<file path="src/rtl/tape_rx_pkg.sv">
// Shared encodings for the tape frame receive controller.
// Symbol kinds, status bit positions and FSM state codes.
package tape_rx_pkg;

  localparam int LEN_W = 13;

  localparam logic [1:0] SYM_DATA    = 2'd0;
  localparam logic [1:0] SYM_BEGIN   = 2'd1;
  localparam logic [1:0] SYM_END     = 2'd2;
  localparam logic [1:0] SYM_INVALID = 2'd3;

  localparam int ERR_CSUM  = 0;
  localparam int ERR_OVF   = 1;
  localparam int ERR_PROTO = 2;
  localparam int ERR_TMO   = 3;

  typedef logic [2:0] state_t;

  localparam state_t S_IDLE    = 3'd0;
  localparam state_t S_SYNC    = 3'd1;
  localparam state_t S_HEADER  = 3'd2;
  localparam state_t S_PAYLOAD = 3'd3;
  localparam state_t S_CHECK   = 3'd4;
  localparam state_t S_TAIL    = 3'd5;
  localparam state_t S_DONE    = 3'd6;

endpackage

</file>
<file path="src/rtl/rx_byte_fifo.sv">
// Small synchronous byte FIFO with wrap-bit pointers.
// A pop frees the slot that a same-cycle push into a full FIFO uses.
module rx_byte_fifo #(
  parameter int DEPTH = 8,
  parameter int W     = 8
) (
  input  logic         clk,
  input  logic         rst_n,
  input  logic         push,
  input  logic [W-1:0] din,
  output logic         full,
  input  logic         pop,
  output logic [W-1:0] dout,
  output logic         empty
);

  localparam int AW = $clog2(DEPTH);

  logic [W-1:0] mem_q [DEPTH];
  logic [AW:0]  wptr_q, rptr_q;
  logic         do_pop, do_push;

  assign empty = (wptr_q == rptr_q);
  assign full  = (wptr_q[AW] != rptr_q[AW]) &&
                 (wptr_q[AW-1:0] == rptr_q[AW-1:0]);

  assign do_pop  = pop & ~empty;
  assign do_push = push & (~full | do_pop);
  assign dout    = empty ? '0 : mem_q[rptr_q[AW-1:0]];

  always_ff @(posedge clk) begin
    if (!rst_n) begin
      wptr_q <= '0;
      rptr_q <= '0;
    end else begin
      if (do_push) wptr_q <= wptr_q + 1'b1;
      if (do_pop)  rptr_q <= rptr_q + 1'b1;
    end
  end

  always_ff @(posedge clk) begin
    if (do_push) mem_q[wptr_q[AW-1:0]] <= din;
  end

endmodule

</file>
<file path="src/rtl/tape_rx_ctrl.sv">
// Frame receive controller: sync lock, length header, payload
// streaming through a FIFO, checksum and end-marker verification.
module tape_rx_ctrl
  import tape_rx_pkg::*;
#(
  parameter int SYNC_COUNT = 4,
  parameter int MAX_LEN    = 4096,
  parameter int TIMEOUT    = 1024,
  parameter int FIFO_DEPTH = 8
) (
  input  logic             clkin,
  input  logic             rst_n,
  input  logic             sym_valid,
  input  logic [1:0]       sym_kind,
  input  logic [3:0]       sym_data,
  output logic [7:0]       byte_data,
  output logic             byte_valid,
  input  logic             byte_ready,
  output logic             lock,
  output logic             frame_start,
  output logic             frame_done,
  output logic [3:0]       frame_err,
  output logic [LEN_W-1:0] frame_len
);

  localparam int TW = $clog2(TIMEOUT + 1);

  state_t           st_q, st_d;
  logic [3:0]       sync_q, sync_d;
  logic [1:0]       nib_q, nib_d;
  logic [15:0]      hdr_q, hdr_d, hdr_new;
  logic [3:0]       hi_q, hi_d;
  logic             half_q, half_d;
  logic [7:0]       sum_q, sum_d, pbyte;
  logic [LEN_W-1:0] bcnt_q, bcnt_d, bcnt_inc;
  logic [LEN_W-1:0] len_q, len_d;
  logic [3:0]       err_q, err_d;
  logic [TW-1:0]    idle_q, idle_d;
  logic             start_q, start_d;
  logic             push, is_data, locked;
  logic             f_full, f_empty;

  assign is_data  = sym_valid && (sym_kind == SYM_DATA);
  assign locked   = (st_q == S_HEADER) || (st_q == S_PAYLOAD) ||
                    (st_q == S_CHECK)  || (st_q == S_TAIL);
  assign hdr_new  = {hdr_q[11:0], sym_data};
  assign pbyte    = {hi_q, sym_data};
  assign bcnt_inc = bcnt_q + 1'b1;

  always_comb begin
    st_d    = st_q;
    sync_d  = sync_q;
    nib_d   = nib_q;
    hdr_d   = hdr_q;
    hi_d    = hi_q;
    half_d  = half_q;
    sum_d   = sum_q;
    bcnt_d  = bcnt_q;
    len_d   = len_q;
    err_d   = err_q;
    idle_d  = idle_q;
    start_d = 1'b0;
    push    = 1'b0;
    if (locked) idle_d = sym_valid ? '0 : idle_q + 1'b1;
    unique case (st_q)
      S_IDLE: begin
        if (sym_valid && sym_kind == SYM_BEGIN) begin
          sync_d = 4'd1;
          st_d   = S_SYNC;
        end
      end
      S_SYNC: begin
        if (sym_valid) begin
          if (sym_kind == SYM_BEGIN) begin
            sync_d = (sync_q == 4'd15) ? sync_q : sync_q + 1'b1;
          end else if (is_data && sync_q >= 4'(SYNC_COUNT)) begin
            st_d    = S_HEADER;
            start_d = 1'b1;
            hdr_d   = {12'd0, sym_data};
            nib_d   = 2'd1;
            err_d   = '0;
            idle_d  = '0;
            sync_d  = '0;
          end else begin
            st_d   = S_IDLE;
            sync_d = '0;
          end
        end
      end
      S_HEADER: begin
        if (is_data) begin
          hdr_d = hdr_new;
          nib_d = nib_q + 1'b1;
          if (nib_q == 2'd3) begin
            len_d  = hdr_new[LEN_W-1:0];
            half_d = 1'b0;
            sum_d  = '0;
            bcnt_d = '0;
            if (hdr_new == 16'd0 || hdr_new > 16'(MAX_LEN)) begin
              err_d[ERR_PROTO] = 1'b1;
              st_d = S_DONE;
            end else begin
              st_d = S_PAYLOAD;
            end
          end
        end else if (sym_valid) begin
          err_d[ERR_PROTO] = 1'b1;
          st_d = S_DONE;
        end
      end
      S_PAYLOAD: begin
        if (is_data) begin
          half_d = ~half_q;
          if (!half_q) begin
            hi_d = sym_data;
          end else begin
            push   = 1'b1;
            sum_d  = sum_q + pbyte;
            bcnt_d = bcnt_inc;
            // full with no pop this cycle: byte is lost but still counted
            if (f_full && !byte_ready) err_d[ERR_OVF] = 1'b1;
            if (bcnt_inc == len_q) st_d = S_CHECK;
          end
        end else if (sym_valid) begin
          err_d[ERR_PROTO] = 1'b1;
          st_d = S_DONE;
        end
      end
      S_CHECK: begin
        if (is_data) begin
          half_d = ~half_q;
          if (!half_q) begin
            hi_d = sym_data;
          end else begin
            if (pbyte != sum_q) err_d[ERR_CSUM] = 1'b1;
            st_d = S_TAIL;
          end
        end else if (sym_valid) begin
          err_d[ERR_PROTO] = 1'b1;
          st_d = S_DONE;
        end
      end
      S_TAIL: begin
        if (sym_valid) begin
          if (sym_kind != SYM_END) err_d[ERR_PROTO] = 1'b1;
          st_d = S_DONE;
        end
      end
      S_DONE: begin
        st_d   = S_IDLE;
        sync_d = '0;
      end
      default: st_d = S_IDLE;
    endcase
    if (locked && !sym_valid && idle_q == TW'(TIMEOUT - 1)) begin
      err_d[ERR_TMO] = 1'b1;
      st_d = S_DONE;
    end
  end

  always_ff @(posedge clkin) begin
    if (!rst_n) begin
      st_q    <= S_IDLE;
      sync_q  <= '0;
      nib_q   <= '0;
      hdr_q   <= '0;
      hi_q    <= '0;
      half_q  <= 1'b0;
      sum_q   <= '0;
      bcnt_q  <= '0;
      len_q   <= '0;
      err_q   <= '0;
      idle_q  <= '0;
      start_q <= 1'b0;
    end else begin
      st_q    <= st_d;
      sync_q  <= sync_d;
      nib_q   <= nib_d;
      hdr_q   <= hdr_d;
      hi_q    <= hi_d;
      half_q  <= half_d;
      sum_q   <= sum_d;
      bcnt_q  <= bcnt_d;
      len_q   <= len_d;
      err_q   <= err_d;
      idle_q  <= idle_d;
      start_q <= start_d;
    end
  end

  rx_byte_fifo #(.DEPTH(FIFO_DEPTH), .W(8)) u_fifo (
    .clk   (clkin),
    .rst_n (rst_n),
    .push  (push),
    .din   (pbyte),
    .full  (f_full),
    .pop   (byte_ready),
    .dout  (byte_data),
    .empty (f_empty)
  );

  assign byte_valid  = ~f_empty;
  assign lock        = locked;
  assign frame_start = start_q;
  assign frame_done  = (st_q == S_DONE);
  assign frame_err   = err_q;
  assign frame_len   = len_q;

endmodule

</file>
<file path="config.mk">
export PLATFORM = sky130hd
export DESIGN_NAME = tape_rx_ctrl
export DESIGN_NICKNAME = d
export VERILOG_FILES = /design/src/rtl/tape_rx_pkg.sv /design/src/rtl/rx_byte_fifo.sv /design/src/rtl/tape_rx_ctrl.sv
export SDC_FILE = /design/constraint.sdc
export NUM_CORES = 1
export LEC_CHECK = 0
export ABC_AREA = 1
export ABC_CLOCK_PERIOD_IN_PS = 5000
export BUFFER_PORTS_ARGS = -buffer_cell sky130_fd_sc_hd__buf_2
export CAP_MARGIN = 5
export CORE_UTILIZATION = 46
export CTS_CLUSTER_DIAMETER = 60
export DETAILED_ROUTE_END_ITERATION = 8
export PLACE_DENSITY = 0.61
export SYNTH_ARGS = -nofsm -noshare
export SYNTH_HDL_FRONTEND = slang
export SYNTH_SLANG_ARGS = --single-unit
</file>
<file path="constraint.sdc">
create_clock -name clkin -period 5 [get_ports clkin]
set_clock_uncertainty 0.15 [all_clocks]
set_input_delay 0.5 -clock clkin [delete_from_list [all_inputs] [get_ports clkin]]
set_output_delay 0.5 -clock clkin [all_outputs]
set_load 0.005 [all_outputs]
</file>
==> results.json <==
{
  "die_h_um": 126.8,
  "synth_top_area_share_pct": 26.83,
  "grt_pass1_vias": 5843,
  "max_slew.worst_pin.slew_ns": 1.148,
  "synthCells": 861,
  "avgRoutedWirePerCell_um": 16.76,
  "first_pass_iters": 5,
  "synth_area_per_cell_um2": 8.318,
  "synth-seq-area-share_pct": 51.15,
  "drt_iter0_markers": 509,
  "maxSlewViolCount": 0,
  "vias_per_cell": 5.563,
  "p_leak_nw": 3.007,
  "vias": 6097,
  "post-route-period-util_pct": 62.02,
  "grt_pass1_wl_um": 29840,
  "synth.area.top_cells": "edfxtp_1 (27%), dfxtp_1 (24%), nand2_1 (7.4%), o21ai_0 (6.1%), a21oi_1 (5.2%)",
  "outcome": "finished, final reports clean",
  "cap_violations": 0,
  "hp-class": "in2reg",
  "fill_cells": 1390,
  "hold_violations": 0,
  "pwr-share-comb_pct": 6.0,
  "critPathKind": "reg2reg",
  "synth-seq-cells": 151,
  "ir_drop_mv": 0.2173,
  "ctsResizeCount": 0,
  "antenna_found_initial": 0,
  "finalWeightedCongestion": 0.8961,
  "wirelength_um": 18370,
  "core-area_um2": 15200,
  "cts_setup_buffers": 0,
  "final_common_cell": "nand2_1",
  "sw_frac_of_total_pct": 24.79,
  "synthDistinctLibCells": 50,
  "antennaDiodeCount": 0,
  "synth-async-reset-ratio_pct": 0,
  "nNetsFinal": 919,
  "postRouteAntennaNets": 0,
  "clock_sinks": 151,
  "place_worst_setup_slack_ns": 1.627,
  "grt_usage_pct": 24.05,
  "pwr-share-seq_pct": 47.1,
  "portBuffers": 38,
  "critPathArrivalTime_ns": 2.99,
  "relSlewSlack_pct": 22.91,
  "die_area_um2": 16070,
  "clkLatencyLatePin_ns": 0.43,
  "rsz0062_at_grt": "no",
  "fin_setup_tns_ns": 0,
  "min_period_ns": 3.101,
  "p_total_mw": 2.780,
  "drc_errors": 0,
  "cts_tree": "done",
  "synth_nets": 885,
  "cts.path.max_buffers": 2,
  "drive_gt1_share_pct": 12.33,
  "required_ns": 4.89,
  "grt_max_degree": 34,
  "dominantRegCellSynth": "dfxtp_1",
  "syn_to_final_growth_pct": 12.98,
  "initial_utilization_pct": 47.11,
  "powerDensity_nw_per_um2": 343.6,
  "start_kind": "register",
  "clkPwrFrac_pct": 46.9,
  "max_freq_mhz": 322.5,
  "setup_slack_ns": 1.899,
  "io_pins": 39,
  "dpl.hpwl_um": 12810,
  "yosys.area.top_type": "edfxtp_1",
  "row_count": 45,
  "cts_max_level": 4,
  "grt_overflow": 0,
  "worstSetupEndpointType": "register",
  "layout_common_cells": "nand2_1 (141), nor2_1 (100), o21ai_0 (88), dfxtp_1 (87), a21oi_1 (75)",
  "synth_edf_count": 64,
  "cts_buffers": 17,
  "yosysWarningCount": 0,
  "holdWs_ns": 0.2928,
  "p_sw_uw": 689.1,
  "crit_fanout": 14,
  "final_util_pct": 53.23,
  "p_int_mw": 2.091,
  "synth_area_um2": 7162,
  "die_width_um": 126.8,
  "setup_viol": 0,
  "cts-root-buf": "clkbuf_16",
  "hold_buffers": 0,
  "clkTransAtPathRegs_ns": 0.07
}
-- cell usage after synthesis (all sizes together), types with 3 or more instances --
master,count
o22ai,10
buf,9
nand3b,4
a211oi,7
clkbuf,17
inv,86
nand3,57
nor4,3
xor2,7
nor3,26
nor2,113
a21oi,76
nand2,142
ha,13
dfxtp,87
a31oi,15
nand4,10
o21ai,92
edfxtp,64
-- critical path: stages, from the launching register on --
cell	delay, ns
dfxtp_1	0.56
nand3_2	0.28
nor2_4	0.41
nand2_1	0.19
inv_1	0.11
nand2_1	0.12
nor3_1	0.88
-- sequential cells by signal (all words and copies together) (netlist names), 4 cells and up, named ones only --
| register | count |
|---|---|
| u_fifo.mem_q | 64 |
| bcnt_q | 13 |
| frame_len | 13 |
| hdr_q | 12 |
| idle_q | 11 |
| sum_q | 8 |
| frame_err | 4 |
| hi_q | 4 |
| sync_q | 4 |
| u_fifo.rptr_q | 4 |
| u_fifo.wptr_q | 4 |
-- stage by stage --
stage               cells  cell area, um2
detailed placement   1064            7496
CTS                  1096            8092
global route         1096            8092
finish               1096            8092
global placement     1064            7496
floorplan             861            7162
-- kinds of logic after synthesis --
| group | Yosys count | synth area share (%) |
|---|---|---|
| compound gates | 213 | 16.58 |
| simple gates | 360 | 22.40 |
| flops | 151 | 51.15 |
| buf+inv | 114 | 6.219 |
| fa+ha+maj | 14 | 2.551 |
| xor+xnor | 9 | 1.101 |
-- area by class of cell --
cell class	instances	area, um2	area share [%]
Tap cell	188	235.2	2.907
Sequential cell	151	3664	45.28
Timing Repair Buffer	41	212.7	2.629
Clock inverter	15	170.2	2.103
Clock buffer	17	425.4	5.257
Inverter	88	331.6	4.098
Multi-Input combinational cell	596	3053	37.73
-- per-layer routing --
metal  track usage (%)  wire, um
met3             5.019       767
met1             28.81      8111
met2             41.89      9015
met4             10.36       477
met5                 0         0
-- power by group through the flow --
stage	clock network, mW	registers [mW]	logic, mW
2_1_floorplan	0	1.33	0.115
3_3_place_gp	0	1.34	0.164
3_5_place_dp	0	1.34	0.166
4_1_cts	1.32	1.31	0.167
5_1_grt	1.38	1.31	0.188
6_report	1.30	1.31	0.168
-- path summary, 6_finish.rpt --
check                                           start                      endpoint  slack, ns  cells after the start
worst max-delay path             st_q[0]$_SDFFE_PP0P_  u_fifo.mem_q[2][2]$_DFFE_PP_       1.90                      6
worst min-delay path                       byte_ready                      register       0.29                      3
worst max register to register   st_q[0]$_SDFFE_PP0P_  u_fifo.mem_q[2][2]$_DFFE_PP_       1.90                      6
worst min register to register  hdr_q[9]$_SDFFE_PN0P_         hdr_q[9]$_SDFFE_PN0P_       0.31                      2
No activity file was read; power rests on OpenSTA's default activity.
